<file path="src/rtl/mem_write_buffer.sv">
// Posted-write buffer between a cache controller and memory: writes are queued and drained in order,
// reads hit the queue (youngest match) or wait for the queue to drain before going to memory.
module mem_write_buffer #(
    parameter int DEPTH = 4
) (
    input  logic                     clk,
    input  logic                     rst,
    input  logic                     req_valid,
    input  logic                     req_rw,
    input  logic [31:0]              req_addr,
    input  logic [31:0]              req_data,
    output logic                     req_ready,
    output logic [31:0]              resp_data,
    output logic                     resp_ready,
    output logic                     mem_valid,
    output logic                     mem_rw,
    output logic [31:0]              mem_addr,
    output logic [31:0]              mem_wdata,
    input  logic                     mem_gnt,
    input  logic                     mem_rvalid,
    input  logic [31:0]              mem_rdata,
    output logic [$clog2(DEPTH):0]   count,
    output logic                     full,
    output logic                     empty
);
    localparam int AW = $clog2(DEPTH);
    localparam int CW = AW + 1;

    localparam logic [1:0] IDLE     = 2'd0;
    localparam logic [1:0] RD_DRAIN = 2'd1;
    localparam logic [1:0] RD_REQ   = 2'd2;
    localparam logic [1:0] RD_RESP  = 2'd3;

    logic [1:0]    state_q, state_d;
    logic [AW-1:0] wr_ptr_q, wr_ptr_d;
    logic [AW-1:0] rd_ptr_q, rd_ptr_d;
    logic [CW-1:0] count_q, count_d;
    logic [29:0]   rd_addr_q, rd_addr_d;
    logic [31:0]   resp_data_q, resp_data_d;
    logic          resp_ready_q, resp_ready_d;

    logic [29:0]   addr_q [DEPTH];
    logic [31:0]   data_q [DEPTH];

    logic          accept, push, pop, drain_act;
    logic          hit;
    logic [31:0]   hit_data;
    logic [AW-1:0] idx;

    // Byte offset within a word never matters: queue and memory are word-addressed.
    logic unused_addr_lsb;
    assign unused_addr_lsb = ^req_addr[1:0];

    assign full       = (count_q == CW'(DEPTH));
    assign empty      = (count_q == '0);
    assign count      = count_q;
    assign req_ready  = (state_q == IDLE) && !full;
    assign resp_data  = resp_data_q;
    assign resp_ready = resp_ready_q;

    assign accept    = req_valid && req_ready;
    assign push      = accept && req_rw;
    assign drain_act = ((state_q == IDLE) || (state_q == RD_DRAIN)) && !empty;
    assign pop       = drain_act && mem_gnt;

    always_comb begin
        mem_valid = 1'b0;
        mem_rw    = 1'b0;
        mem_addr  = '0;
        mem_wdata = '0;
        if (drain_act) begin
            mem_valid = 1'b1;
            mem_rw    = 1'b1;
            mem_addr  = {addr_q[rd_ptr_q], 2'b00};
            mem_wdata = data_q[rd_ptr_q];
        end else if (state_q == RD_REQ) begin
            mem_valid = 1'b1;
            mem_addr  = {rd_addr_q, 2'b00};
        end
    end

    // Walk from head (oldest) to tail so the last match found is the youngest write.
    always_comb begin
        hit      = 1'b0;
        hit_data = '0;
        idx      = '0;
        for (int k = 0; k < DEPTH; k++) begin
            idx = rd_ptr_q + AW'(k);
            if ((CW'(k) < count_q) && (addr_q[idx] == req_addr[31:2])) begin
                hit      = 1'b1;
                hit_data = data_q[idx];
            end
        end
    end

    always_comb begin
        state_d      = state_q;
        rd_addr_d    = rd_addr_q;
        resp_data_d  = resp_data_q;
        resp_ready_d = 1'b0;
        wr_ptr_d     = push ? wr_ptr_q + 1'b1 : wr_ptr_q;
        rd_ptr_d     = pop  ? rd_ptr_q + 1'b1 : rd_ptr_q;
        count_d      = count_q;
        if (push && !pop) begin
            count_d = count_q + 1'b1;
        end else if (pop && !push) begin
            count_d = count_q - 1'b1;
        end

        case (state_q)
            IDLE: begin
                if (accept) begin
                    if (req_rw) begin
                        resp_ready_d = 1'b1;
                    end else if (hit) begin
                        resp_data_d  = hit_data;
                        resp_ready_d = 1'b1;
                    end else begin
                        rd_addr_d = req_addr[31:2];
                        state_d   = empty ? RD_REQ : RD_DRAIN;
                    end
                end
            end
            RD_DRAIN: begin
                if (empty) begin
                    state_d = RD_REQ;
                end
            end
            RD_REQ: begin
                if (mem_gnt) begin
                    state_d = RD_RESP;
                end
            end
            RD_RESP: begin
                if (mem_rvalid) begin
                    resp_data_d  = mem_rdata;
                    resp_ready_d = 1'b1;
                    state_d      = IDLE;
                end
            end
            default: state_d = IDLE;
        endcase
    end

    always_ff @(posedge clk) begin
        if (rst) begin
            state_q      <= IDLE;
            wr_ptr_q     <= '0;
            rd_ptr_q     <= '0;
            count_q      <= '0;
            rd_addr_q    <= '0;
            resp_data_q  <= '0;
            resp_ready_q <= 1'b0;
        end else begin
            state_q      <= state_d;
            wr_ptr_q     <= wr_ptr_d;
            rd_ptr_q     <= rd_ptr_d;
            count_q      <= count_d;
            rd_addr_q    <= rd_addr_d;
            resp_data_q  <= resp_data_d;
            resp_ready_q <= resp_ready_d;
        end
    end

    // Entry storage needs no reset: validity is tracked by count and the pointers.
    always_ff @(posedge clk) begin
        if (push) begin
            addr_q[wr_ptr_q] <= req_addr[31:2];
            data_q[wr_ptr_q] <= req_data;
        end
    end

endmodule
</file>
<file path="config.mk">
export PLATFORM = sky130hd
export DESIGN_NAME = mem_write_buffer
export DESIGN_NICKNAME = d
export VERILOG_FILES = /design/src/rtl/mem_write_buffer.sv
export SDC_FILE = /design/constraint.sdc
export NUM_CORES = 1
export LEC_CHECK = 0
export ABC_AREA = 1
export BUFFER_PORTS_ARGS = -buffer_cell sky130_fd_sc_hd__buf_4
export CAP_MARGIN = 15
export CORE_ASPECT_RATIO = 1.1
export CORE_MARGIN = 1.5
export CORE_UTILIZATION = 57
export DETAILED_ROUTE_END_ITERATION = 6
export PLACE_DENSITY = 0.8
export SETUP_SLACK_MARGIN = 0.3
export SLEW_MARGIN = 20
export SYNTH_ARGS = -nofsm -noshare
export SYNTH_HDL_FRONTEND = slang
export SYNTH_SLANG_ARGS = --single-unit
</file>
<file path="constraint.sdc">
create_clock -name clk -period 11.21 [get_ports clk]
set_clock_uncertainty 0.1 [all_clocks]
set_input_delay 1.6815 -clock clk [delete_from_list [all_inputs] [get_ports clk]]
set_output_delay 1.6815 -clock clk [all_outputs]
set_load 0.03 [all_outputs]
</file>
==> metrics.md <==
| Metric | Value |
|---|---|
| Worst setup path start | `rd_ptr_q[0]` |
| Area grow syn2layout | `12.6%` |
| Arr. time, crit path | `7.14 ns` |
| Post-CTS Resized | `0` |
| Final net count | `3483` |
| Htree depth | `2` |
| DR iter-0 viols | `2403` |
| CP Class | `reg2reg` |
| Max clock buf depth | `3` |
| Max Fclk | `0.148 GHz` |
| Via/cell ratio | `5.81` |
| 1st-pass router iterations | `7` |
| Final std cells w/o fill | `3890` |
| Worst skew pair latency | `0.57 ns` |
| IO Count | `207` |
| Vias in the first global route | `21628` |
| Setup crit end kind | `flop` |
| Antenna violations before repair | `1` |
| Mapped Avg Cell Area | `6.63 µm²` |
| First-pass GRT wire length | `111000 µm` |
| Synth Area in Compound Gates | `12.7%` |
| Synth area leaders | `edfxtp_1 (34%), nand2_1 (26%), dfxtp_1 (6.8%)` |
| Violations in the final reports | `design-rule violations` |
| Largest family of logic cells by synthesized area | `simple AND/OR/NAND/NOR gates` |
| Leading area contributor after synthesis | `edfxtp_1` |
| EDFF count, synth | `248` |
| Seq/Total Area, Yosys | `41.0%` |
| Tmin final | `6.74 ns` |
| Worst reg2reg endpoint | `resp_data[23]` |
| Adder-Cell Fraction of Synth Area | `0.746%` |
| Final Max Tran Viols | `0` |
| HPWL Detailed | `44500 µm` |
| WL final | `71500 µm` |
| Rows | `74` |
| Lkg Pwr | `11.6 nW` |
| Die width | `189 µm` |
| Post-Synth Simple-Gate Area | `35.9%` |
| Mux cell area share after synthesis | `0%` |
| Most used cell, CP | `nand2_1` |
| Global route overflow | `0` |
| Cell variety after synth | `31` |
| Crit Reg-Reg Startpoint | `rd_ptr_q[0]` |
| Worst Setup EP | `resp_data[23]` |
| CP startpoint kind | `flop` |
| Top_reg_cell synth | `edfxtp_1` |
| Critical path buffers and inverters | `4` |
| Hold Buf Count CTS | `0` |
| Largest net degree at the start of global routing | `103` |
| Commonest non-fill, non-tap cell in the layout | `nand2_1` |
| Hold Slack | `0.354 ns` |
| Post-CTS Setup Inserts | `0` |
| Die Y-Extent | `208 µm` |
| Final hold violations | `0` |
| # DRC | `1` |
| Worst path depth | `21` |
| Cell area after synthesis | `0.0218 mm²` |
| Largest delay share family, worst path | `simple AND/OR/NAND/NOR gates` |
| Initial Util | `58.3%` |
| Placer Congestion | `0.958` |
| Port Buffers | `202` |
| R2R depth | `21` |
| Xor/xnor share of the synthesized area | `0.121%` |
| Required time of the critical path | `11.60 ns` |
| Setup TNS | `0 ns` |
| GR Util All Layers | `35.8%` |
| CP max-delay cell | `dfxtp_4` |
| Final Cycle Share | `60.2%` |
| Synth Register Bits | `322` |
| Commonest cells after routing, fill and taps aside | `nand2_1 (1495), inv_1 (319), nand3_1 (251)` |
| Post-layout util | `65.6%` |
| Share of synthesized flip-flops with an asynchronous set or reset | `0%` |
| Worst-margin pin slew | `1.13 ns` |
| Slew headroom | `24.7%` |
| TritonCTS clock tree | `yes` |
| Pwr Total | `0.00622 W` |
| Routed length per instance | `18.4 µm` |
| Worst-path clk slew | `0.06 ns` |
| Via count | `22602` |
| Worst path cell trace | `inv_4 -> nand2_2 -> buf_4 -> nand2_4 -> buf_4 -> nand2_1 -> nand2_1 -> nand2_1 -> nand2_1 -> nor2_1 -> nand2_1 -> nor2_1 -> nand2_1 -> nor2_4 -> buf_4 -> nor2_1 -> nand2_1 -> nand2_2 -> a21oi_4 -> nand3_1 -> a21oi_1` |
| Placed Cells incl. Taps | `3824` |
| Clock sink count | `322` |
| RSZ-0062 raised after global routing | `no` |
| CTS Root Cell | `clkbuf_16` |
| Max incr delay on CP | `1.01 ns` |
| Reg2reg setup slack | `4.47 ns` |
| Run status | `finished with violations` |
| Peak VDD IR | `0.210 mV` |
| Share of post-route cells with drive strength above 1 | `11.1%` |
| PwrDens | `253 mW/mm²` |
| # Max-Cap Violations | `0` |
| YS warnings | `0` |
| CP Max Fanout | `102` |
| Syn Inst Count | `3289` |
| Worst min path class | `reg2reg` |
| Core box area | `0.0374 mm²` |
| Die ar. | `0.0394 mm²` |
| Routed Antenna Nets | `0` |
| Post-synth top area share | `34.2%` |
| Num CTS Buffers | `36` |
| Final Setup Violations | `0` |
[logic make-up after synthesis]
family | after synthesis
other | 1
flip-flops | 322
adder cells (fa/ha/maj) | 13
AO/OA/AOI/OAI | 486
AND/OR/NAND/NOR | 1948
XOR/XNOR | 3
buffers and inverters | 516
[worst min path at each step]
stage / slack (ns) / start / to / cells past startpoint
floorplan: 0.33 / rd_addr_q[0] / rd_addr_q[0] / 2
global placement: 0.34 / rd_addr_q[26] / rd_addr_q[26] / 2
detailed placement: 0.35 / rd_addr_q[17] / rd_addr_q[17] / 2
CTS: 0.35 / rd_addr_q[17] / rd_addr_q[17] / 2
global route: 0.37 / rd_addr_q[18] / rd_addr_q[18] / 2
finish: 0.35 / rd_addr_q[28] / rd_addr_q[28] / 2
[synthesized netlist by cell type, drive strengths merged (2+ instances only)]
| cell type | n |
|---|---|
| a221oi | 32 |
| a21oi | 170 |
| a32oi | 32 |
| inv | 323 |
| dfxtp | 74 |
| clkbuf | 92 |
| nand3 | 252 |
| or2 | 65 |
| buf | 101 |
| xor2 | 2 |
| o22ai | 63 |
| o21ai | 187 |
| ha | 13 |
| nor2 | 130 |
| nand2 | 1500 |
| edfxtp | 248 |
[per-stage QoR]
| stage | setup WS [ns] | instance area, µm² |
|---|---|---|
| 3_5_place_dp | 4.74 | 23400 |
| 6_report | 4.47 | 24500 |
| 5_1_grt | 4.13 | 24500 |
| 3_3_place_gp | 4.85 | 23400 |
| 2_1_floorplan | 5.92 | 21800 |
| 4_1_cts | 4.72 | 24500 |
[where the power goes]
part / switching [W] / internal [W] / total [W]
clock network: 0.000515 / 0.000683 / 0.00120
logic: 0.00250 / 0.00103 / 0.00353
registers: 0.000107 / 0.00139 / 0.00149
total: 0.00312 / 0.00309 / 0.00622
[metal layers]
metal / share of wire, % / up-vias / track usage, %
li1: - / 10776 / -
met1: 36 / 10137 / 41.1
met2: 48 / 1324 / 61.1
met3: 9.9 / 365 / 5.72
met4: 7.0 / 0 / 24.1
met5: 0 / - / 0
[state kept, by name (all words and copies together), names as in the netlist, named ones only]
register / flops
resp_data: 32
resp_ready: 1
rd_ptr_q: 2
state_q: 2
wr_ptr_q: 2
rd_addr_q: 30
data_q: 128
count: 3
addr_q: 120
[layout make-up]
class | instances | area, µm²
fillers | 3225 | 12900
multi-input cells | 2452 | 10800
flip-flops and latches | 322 | 8940
repair buffers | 233 | 1750
inverters | 323 | 1210
clock buffers | 46 | 1000
well taps | 494 | 618
clock inverters | 19 | 170
diodes | 1 | 2.50
[worst register-to-register path, stage by stage, from the launching register on]
cell,delay (ns)
dfxtp_4,1.01
inv_4,0.47
nand2_2,0.27
buf_4,0.49
nand2_4,0.54
buf_4,0.55
nand2_1,0.19
nand2_1,0.06
nand2_1,0.05
nand2_1,0.05
nor2_1,0.20
nand2_1,0.10
nor2_1,0.15
nand2_1,0.13
nor2_4,0.09
buf_4,0.63
nor2_1,0.20
nand2_1,0.16
nand2_2,0.11
a21oi_4,0.75
nand3_1,0.22
a21oi_1,0.18
(Power assumes the default switching activity.)
